$ cat src/rtl/simplez_pkg.sv
// Shared widths and state encoding for the
// two-port memory arbiter.
package simplez_pkg;

  localparam int ADDR_W = 9;
  localparam int DATA_W = 12;

  typedef enum logic [1:0] {
    IDLE   = 2'd0,
    ACCESS = 2'd1,
    ACK    = 2'd2
  } state_t;

endpackage

$ cat src/rtl/rr_arb2.sv
// Two-way round-robin pick: on a tie the port
// that did not win last time is chosen.
module rr_arb2 (
  input  logic [1:0] req,
  input  logic       last,
  output logic       any,
  output logic       grant
);

  assign any   = |req;
  assign grant = (&req) ? ~last : ~req[0];

endmodule

$ cat src/rtl/mem_arbiter.sv
// Two-port arbiter in front of a single-port
// falling-edge memory: IDLE -> ACCESS -> ACK.
module mem_arbiter
  import simplez_pkg::*;
(
  input  logic              clk,
  input  logic              rstn,
  input  logic              req0,
  input  logic              we0,
  input  logic [ADDR_W-1:0] addr0,
  input  logic [DATA_W-1:0] wdata0,
  output logic              ack0,
  output logic [DATA_W-1:0] rdata0,
  input  logic              req1,
  input  logic              we1,
  input  logic [ADDR_W-1:0] addr1,
  input  logic [DATA_W-1:0] wdata1,
  output logic              ack1,
  output logic [DATA_W-1:0] rdata1,
  output logic [ADDR_W-1:0] mem_addr,
  output logic              mem_wr,
  output logic [DATA_W-1:0] mem_din,
  input  logic [DATA_W-1:0] mem_dout,
  output logic              busy,
  output logic              gnt
);

  state_t state;
  state_t state_nxt;
  logic   last;
  logic   arb_any;
  logic   arb_gnt;
  logic   start;

  rr_arb2 u_arb (
    .req   ({req1, req0}),
    .last  (last),
    .any   (arb_any),
    .grant (arb_gnt)
  );

  assign start = (state == IDLE) && arb_any;

  always_ff @(posedge clk or negedge rstn) begin
    if (!rstn) state <= IDLE;
    else       state <= state_nxt;
  end

  always_comb begin
    state_nxt = state;
    unique case (state)
      IDLE:    if (arb_any) state_nxt = ACCESS;
      ACCESS:  state_nxt = ACK;
      ACK:     state_nxt = IDLE;
      default: state_nxt = IDLE;
    endcase
  end

  // last resets to 1 so port 0 wins the first tie
  always_ff @(posedge clk or negedge rstn) begin
    if (!rstn) begin
      gnt      <= 1'b0;
      last     <= 1'b1;
      mem_wr   <= 1'b0;
      mem_addr <= '0;
      mem_din  <= '0;
      rdata0   <= '0;
      rdata1   <= '0;
    end else begin
      if (start) begin
        gnt      <= arb_gnt;
        last     <= arb_gnt;
        mem_wr   <= arb_gnt ? we1 : we0;
        mem_addr <= arb_gnt ? addr1 : addr0;
        mem_din  <= arb_gnt ? wdata1 : wdata0;
      end
      if (state == ACCESS) begin
        mem_wr <= 1'b0;
        if (gnt) rdata1 <= mem_dout;
        else     rdata0 <= mem_dout;
      end
    end
  end

  assign busy = (state != IDLE);
  assign ack0 = (state == ACK) && !gnt;
  assign ack1 = (state == ACK) && gnt;

endmodule

$ cat config.mk
export PLATFORM = sky130hd
export DESIGN_NAME = mem_arbiter
export DESIGN_NICKNAME = d
export VERILOG_FILES = /design/src/rtl/simplez_pkg.sv /design/src/rtl/rr_arb2.sv /design/src/rtl/mem_arbiter.sv
export SDC_FILE = /design/constraint.sdc
export NUM_CORES = 1
export LEC_CHECK = 0
export CAP_MARGIN = 5
export CORE_ASPECT_RATIO = 2
export CORE_MARGIN = 8
export CORE_UTILIZATION = 41
export DETAILED_ROUTE_END_ITERATION = 10
export GPL_TIMING_DRIVEN = 0
export PLACE_DENSITY = 0.87
export SETUP_SLACK_MARGIN = 0.1
export SYNTH_ARGS = -nofsm -noshare
export SYNTH_HDL_FRONTEND = slang
export SYNTH_SLANG_ARGS = --single-unit
$ cat constraint.sdc
create_clock -name clk -period 1.9 [get_ports clk]
set_input_delay 0.38 -clock clk [delete_from_list [all_inputs] [get_ports clk]]
set_output_delay 0.38 -clock clk [all_outputs]
set_load 0.05 [all_outputs]
* After elaboration in Yosys (flattened, before gate mapping) *
Cells that the tools add are included.

word-level totals
  register bits = 50

operators by class
  eq/ne operators = 3
  muxes and demuxes = 8
  bitwise gates (word level) = 3
  reduce and logical (&&, ||, !) cells = 11

operator list
  cell                                                                   number
  12-bit two-way mux                                                     1
  9-bit two-way mux                                                      1
  2-bit AND reduction                                                    3
  1-bit two-way mux                                                      4
  2-bit one-hot mux with 2 select lines                                  1
  2-bit nonzero test                                                     2
  1-bit logical AND                                                      3
  1-bit inverter                                                         3
  2-bit by 1-bit equality test with 1-bit output, second input constant  1
  2-bit equality test, second input constant                             1
  2-bit zero test                                                        1
  2-bit two-way mux                                                      1
  2-bit inequality test, second input constant                           1
  2-bit OR reduction                                                     1
  1-bit zero test                                                        1

* Depth between registers and ports, before layout *
Gate-level depths: netlist (run 1).

  depth after elaboration = 5
  depth in mapped cells = 7
  depth with buffers taken out = 3

* By module *
Synthesis (run 1) repeated with hierarchy kept, for this count alone.

second synthesis, totals
  cell total of the unflattened synthesis = 164
  area, all modules = 2140.8 um^2

by module, submodules not included
  module       instances  cells an instance  area an instance (um^2)  seq. area each (um^2)
  mem_arbiter  1          161                2125.8                   1252.5
  rr_arb2      1          3                  15.0                     0.0

* Worst setup path after synthesis (run 1) *
No wires, ideal clock.

  path kind = reg-to-output
  start point = register gnt
  end point = output port ack0
  data arrival time = 1.811 ns
  slack = -0.291 ns
  cell stages (with the launch flop) = 2
  path buffers = 0
  path through = dfrtp_1 > nor3b_1

between the ends
  cells in the longest elaborated chain, start to end = 2

ends and longest elaborated chain
  what                    line               RTL
  start, declared         mem_arbiter.sv:25  output logic gnt
  start signal, assigned  mem_arbiter.sv:71  gnt <= arb_gnt;
  1-bit zero test         mem_arbiter.sv:86  assign ack0 = (state == ACK) && !gnt;
  1-bit logical AND       mem_arbiter.sv:86
  end, declared           mem_arbiter.sv:12  output logic ack0,

No other way between the ends.

* Final worst setup path (run 1) *
  start point = register state[0]
  end point = output port busy

between the ends
  cells in the longest elaborated chain, start to end = 1

ends and longest elaborated chain
  what                    line               RTL
  start, declared         mem_arbiter.sv:28  state_t state;
  start signal, assigned  mem_arbiter.sv:46  else state <= state_nxt;
  2-bit nonzero test      mem_arbiter.sv:85  assign busy = (state != IDLE);
  end, declared           mem_arbiter.sv:24  output logic busy,

No other way between the ends.

==> results of run 1 <==
## logic make-up after synthesis
family	count (synthesis)	synth area share
flops	50	0.5396
mux	24	0.1164
compound gates	68	0.2156
simple gates	33	0.07871
buf+inv	21	0.04960
## repair_timing
item,CTS,global route
gates resized for setup,60,2
endpoints found under the hold margin,0,0
pin swaps,0,1
setup endpoints to repair,50,1
setup buffers,0,2
## report_power, final
group,internal [mW],switching (mW)
sequential,1.63,0.307
combinational,1.33,2.97
clock,0.521,0.367
## flip-flops by register name, indices dropped and copies added (netlist names)
register,count
mem_din,12
rdata0,12
rdata1,12
mem_addr,9
state,2
gnt,1
last,1
mem_wr,1
## worst max-delay path: stages, from the launching register on
cell	delay [ns]
dfrtp_1	0.43
nor2_4	0.15
clkbuf_4	0.21
inv_1	0.06
buf_2	0.21
## layout make-up
class                   count  share of cell area
multi-input cells         125              0.2672
clock inverters             2            0.003461
repair buffers            111              0.2904
inverters                   2            0.002077
plain buffers              19             0.03081
flip-flops and latches     50              0.3465
well taps                  61             0.02111
clock buffers               6             0.03842
## through the flow
step                setup TNS [ns]  total power, mW  worst slack, ns
finish                           0            7.124           0.1811
global route                     0            7.492           0.1060
CTS                       -0.02867            7.164         -0.02867
detailed placement         -0.4110            6.614          -0.4110
global placement            -39.58            6.508          -0.7949
floorplan                        0            5.023           0.2001
## worst paths after layout
| path | startpoint | endpoint | slack [ns] | cells after the start |
|---|---|---|---|---|
| worst min register to register | rdata1[1] | rdata1[1] | 0.48 | 1 |
| min in group clk | req0 | mem_din[11] | 0.40 | 3 |
| worst max-delay path | state[0] | busy | 0.18 | 4 |
| worst max register to register | state[0] | rdata0[10] | 0.32 | 4 |
| max in group asynchronous | rstn | rdata0[6] | 1.34 | 2 |
| worst min-delay path | rstn | mem_addr[6] | 0.04 | 1 |
## per-layer routing
layer,share of wire,vias to the layer above,track usage
met3,0.12,6,0.08172
met2,0.44,109,0.2383
li1,-,956,-
met1,0.42,936,0.1638
met5,0,-,0
met4,0.016,0,0.05806
## cells in the final DEF (no fill, tap or decap), types with 2 or more instances in the layout
cell type	instances
buf_4	3
clkdlybuf4s50_1	57
clkbuf_1	11
a31oi_2	19
nand3_1	23
a31oi_1	2
clkbuf_16	5
dfrtp_1	49
buf_6	4
buf_2	4
a21oi_1	22
inv_1	2
mux2_1	24
clkdlybuf4s15_2	2
dlygate4sd2_1	47
o21a_1	2
o21ai_0	22
==> results.tsv, run 1 <==
stage	metric	value	unit
place	placed cell areas	3498	um^2
global_route	initial antenna violation count	0	
critical_path	CP endpoint kind	output pin	
pwr	Leakage	1.482	nW
timing	Final min period	1.719	ns
status	status	finished clean	
final_layout	Antenna diodes	0	
timing	Slew Viols, Final	0	
final_layout	Layout Nets	374	
final_layout	final instance area	3615	um^2
clock_network	Worst-path clk slew	0.06	ns
place	I/O Buffers	108	
floorplanning	Std-Cell Rows	39	
timing	f_max	581.8	MHz
timing	headroom to the max-slew limit	0.6381	
synthesis	syn_nets	256	
synthesis	Post-synth top cells	dfrtp_1 (49), mux2_1 (24), nand3_1 (23), a21oi_1 (22), o21ai_0 (22)	
synthesis	Post-Synthesis Cells	196	
timing	hold slack	0.03754	ns
detailed_routing	drc violations	0	
critical_path	crit path DAT	1.34	ns
final_layout	Final Non-Filler Cells	376	
synthesis	#FFs+latches synth	50	
synthesis	Async S/R FF share, synth	1.000	
synthesis	area share of the largest cell type after synthesis	0.5283	
final_layout	layout cell share with drive strength beyond 1	0.1524	
job	max cap viols	0	
detailed_routing	WL per Instance	16.88	um
clock_network	clk sinks	50	
critical_path	Worst EP required	1.52	ns
synthesis	most common flop cell mapped by yosys	dfrtp_1	
global_route	largest net degree at the start of global routing	32	
detailed_routing	First-pass DRT Iterations	4	
pwr	PwrDens	1971	nW/um^2
synthesis	EDFF count, synth	0	
timing	Tightest Pin Transition	0.5450	ns
synthesis	syn_area_per_cell	11.84	um^2
floorplanning	Die Ht	122.4	um
floorplanning	die area	8470	um^2
final_layout	fillers	443	
detailed_routing	final WL	6.347	mm
final_layout	FF+latch area	1252	um^2
critical_path	Worst Setup Path Type	register to output pin	
timing	final worst path period share	0.9047	
timing	final hold violations	0	
place	HPWL Detailed	5.275	mm
clock_network	CTS tree	done	
timing	Setup violations, final	0	
floorplanning	Die W	69.20	um
global_route	global-route wire length before repair	10.51	mm
floorplanning	Initial Util	0.4136	
synthesis	Synth cell types	25	
synthesis	cell taking the most area after synthesis	dfrtp_1	
global_route	grt total ovfl	0	
global_route	gr usage total	0.1498	
hold_path	Min-Delay Path Class	input pin to async pin	
timing	Worst Skew	0.003215	ns
clock_network	CTS buffer count	5	
critical_path	Max FO, Critical Path	10	
place	total placed cells including tap cells	366	
detailed_routing	Post-DRT Antenna Nets	0	
clock_network	Skew-Pair Late Insertion Delay	0.28	ns
synthesis	cell area after synthesis	2321	um^2
final_layout	Area growth syn-to-layout	55.74	%
pwr	Max VDD drop	1.533	mV
floorplanning	core box area	5612	um^2
final_layout	Multi-input gate area	965.9	um^2
detailed_routing	via/cell ratio	5.338	
synthesis	Seq/Total Area, Yosys	0.5396	
detailed_routing	via count	2007	
clock_network	Bufs on Longest Clock Path	2	
detailed_routing	Iteration-0 DRC Markers	72	
timing	RSZ-0062 raised after global routing	no	
clock_network	clock root buffer	clkbuf_16	
final_layout	final design utilization	0.6441	
clock_network	Hold-fix buffers, CTS	0	
synthesis	Synth area leaders	dfrtp_1 (53%), mux2_1 (12%), a31oi_2 (10%), nand3_1 (5.0%), a21oi_1 (4.7%)	
place	gpl congestion	0.8158	
synthesis	count leader, synth	dfrtp_1	
clock_network	H-tree Lvls	2	
synthesis	yosys warns	0	
floorplanning	I/O pin cnt	110	
critical_path	CP Launch Type	register	
global_route	vias in the first global route	2111	
Note: power is estimated with default switching activity, not from simulation.
==> inputs of run 2 (changes only) <==
RECOVER_POWER = 50   (was default)
==> results.tsv, run 2 (synthesis results as in run 1) <==
stage	metric	value	unit	change
floorplanning	Initial Util	0.4136		unchanged
clock_network	CTS tree	done		
timing	Slew Viols, Final	0		unchanged
critical_path	Worst EP required	1.52	ns	about the same
detailed_routing	WL per Instance	16.85	um	-0.17%
final_layout	most common cell after layout, fill and taps aside	clkdlybuf4s50_1		
floorplanning	die area	8470	um^2	unchanged
critical_path	CP Launch Type	register		
place	HPWL Detailed	5.275	mm	unchanged
clock_network	clock root buffer	clkbuf_16		
global_route	largest net degree at the start of global routing	32		unchanged
timing	final worst path period share	0.9062		+0.001541
floorplanning	Die Ht	122.4	um	unchanged
clock_network	Skew-Pair Late Insertion Delay	0.28	ns	about the same
pwr	Leakage	1.472	nW	-0.65%
detailed_routing	via/cell ratio	5.354		+0.30%
floorplanning	core box area	5612	um^2	unchanged
critical_path	CP endpoint kind	output pin		
detailed_routing	First-pass DRT Iterations	4		unchanged
final_layout	Layout Nets	374		unchanged
final_layout	Area growth syn-to-layout	54.66	%	
job	max cap viols	0		unchanged
final_layout	Antenna diodes	0		unchanged
timing	Tightest Pin Transition	0.9994	ns	+0.4543 ns
pwr	PwrDens	1978	nW/um^2	+0.39%
clock_network	Worst-path clk slew	0.06	ns	about the same
floorplanning	Std-Cell Rows	39		unchanged
floorplanning	I/O pin cnt	110		unchanged
critical_path	Crit path largest cell delay	0.43	ns	about the same
critical_path	crit path DAT	1.34	ns	about the same
place	I/O Buffers	108		unchanged
timing	RSZ-0062 raised after global routing	no		
clock_network	CTS buffer count	5		unchanged
global_route	grt total ovfl	0		unchanged
pwr	Max VDD drop	1.533	mV	about the same
global_route	global-route wire length before repair	10.51	mm	unchanged
timing	hold slack	0.2363	ns	+0.1988 ns
critical_path	Cell Chain, Critical Path	nor2_4 -> clkbuf_4 -> inv_1 -> buf_2		
place	gpl congestion	0.8158		unchanged
detailed_routing	Iteration-0 DRC Markers	67		-6.9%
final_layout	layout cell share with drive strength beyond 1	0.1429		-0.009524
timing	total negative slack	0	ns	unchanged
timing	Setup violations, final	0		unchanged
final_layout	top flop regs	mem_din: 12 flops, rdata0: 12 flops, rdata1: 12 flops		
clock_network	Hold-fix buffers, CTS	0		unchanged
timing	Final min period	1.722	ns	+0.002928 ns
timing	f_max	580.8	MHz	-0.17%
critical_path	Max FO, Critical Path	10		unchanged
timing	headroom to the max-slew limit	0.3337		-0.3043
hold_path	Min-Delay Path Class	input pin to async pin		
detailed_routing	drc violations	0		unchanged
timing	Worst Skew	0.003427	ns	+0.0002119 ns
floorplanning	Die W	69.20	um	unchanged
detailed_routing	via count	2013		+0.30%
critical_path	Worst Setup Path Type	register to output pin		
detailed_routing	Post-DRT Antenna Nets	0		unchanged
global_route	gr usage total	0.1498		unchanged
global_route	initial antenna violation count	0		unchanged
final_layout	most frequent cells in the layout	clkdlybuf4s50_1 (56), dfrtp_1 (49), dlygate4sd2_1 (47)		
clock_network	Bufs on Longest Clock Path	2		unchanged
clock_network	H-tree Lvls	2		unchanged
final_layout	fillers	445		+0.45%
timing	final hold violations	0		unchanged
global_route	vias in the first global route	2111		unchanged
critical_path	Slowest-stage cell, CP	dfrtp_1		
detailed_routing	final WL	6.336	mm	-0.17%
clock_network	clk sinks	50		unchanged
status	status	finished clean		
run 2: power by group:
group	internal, mW	switching, mW
clock	0.521	0.369
sequential	1.63	0.305
combinational	1.32	2.96
run 2: critical path, delay by kind of cell (launching register included):
kind	cells	cell delay, ns
DFF	1	0.43
buffers and inverters	3	0.48
and+or+nand+nor	1	0.15
run 2: per-layer routing:
layer  global-route usage  wire length [um]  vias to the layer above  share of wire
met2               0.2383              2834                      107           0.45
li1                     -                 -                      956              -
met4              0.05806               102                        0          0.016
met5                    0                 0                        -              0
met3              0.08172               766                        6           0.12
met1               0.1638              2633                      944           0.42
run 2: stage by stage:
stage	setup WS (ns)	utilization	cell area, um^2	cells	total power, mW
6_report	0.1782	0.6397	3590	376	7.102
3_3_place_gp	-0.7949	0.6207	3483	365	6.508
2_1_floorplan	0.2001	-	2326	196	5.023
4_1_cts	-0.02867	0.6426	3606	374	7.164
5_1_grt	0.06757	0.6397	3590	376	7.468
3_5_place_dp	-0.4110	0.6234	3498	366	6.614
run 2: cell type report:
type,count,area (um^2),share of cell area
timing repair buffer,111,1033,0.2879
tap,61,76.32,0.02126
buffer,19,111.4,0.03102
sequential,50,1252,0.3489
clock buffer,6,138.9,0.03869
multi-input combinational,125,957.2,0.2666
inverter,2,7.507,0.002091
clock inverter,2,12.51,0.003486
run 2: repair_timing:
item                                    in CTS  in global routing
setup buffers                                0                  2
pin swaps                                    0                  1
endpoints found under the setup margin      50                  1
gates resized for setup                     60                  2
run 2: worst paths after layout:
kind / startpoint / to / slack, ns / cells after the start
min reg2reg: rdata1[1] / rdata1[1] / 0.48 / 1
max reg2reg: state[0] / rdata0[10] / 0.27 / 4
max: state[0] / busy / 0.18 / 4
max in group asynchronous: rstn / rdata1[11] / 0.37 / 2
min in group clk: req0 / mem_din[11] / 0.41 / 3
min: rstn / mem_addr[6] / 0.24 / 1
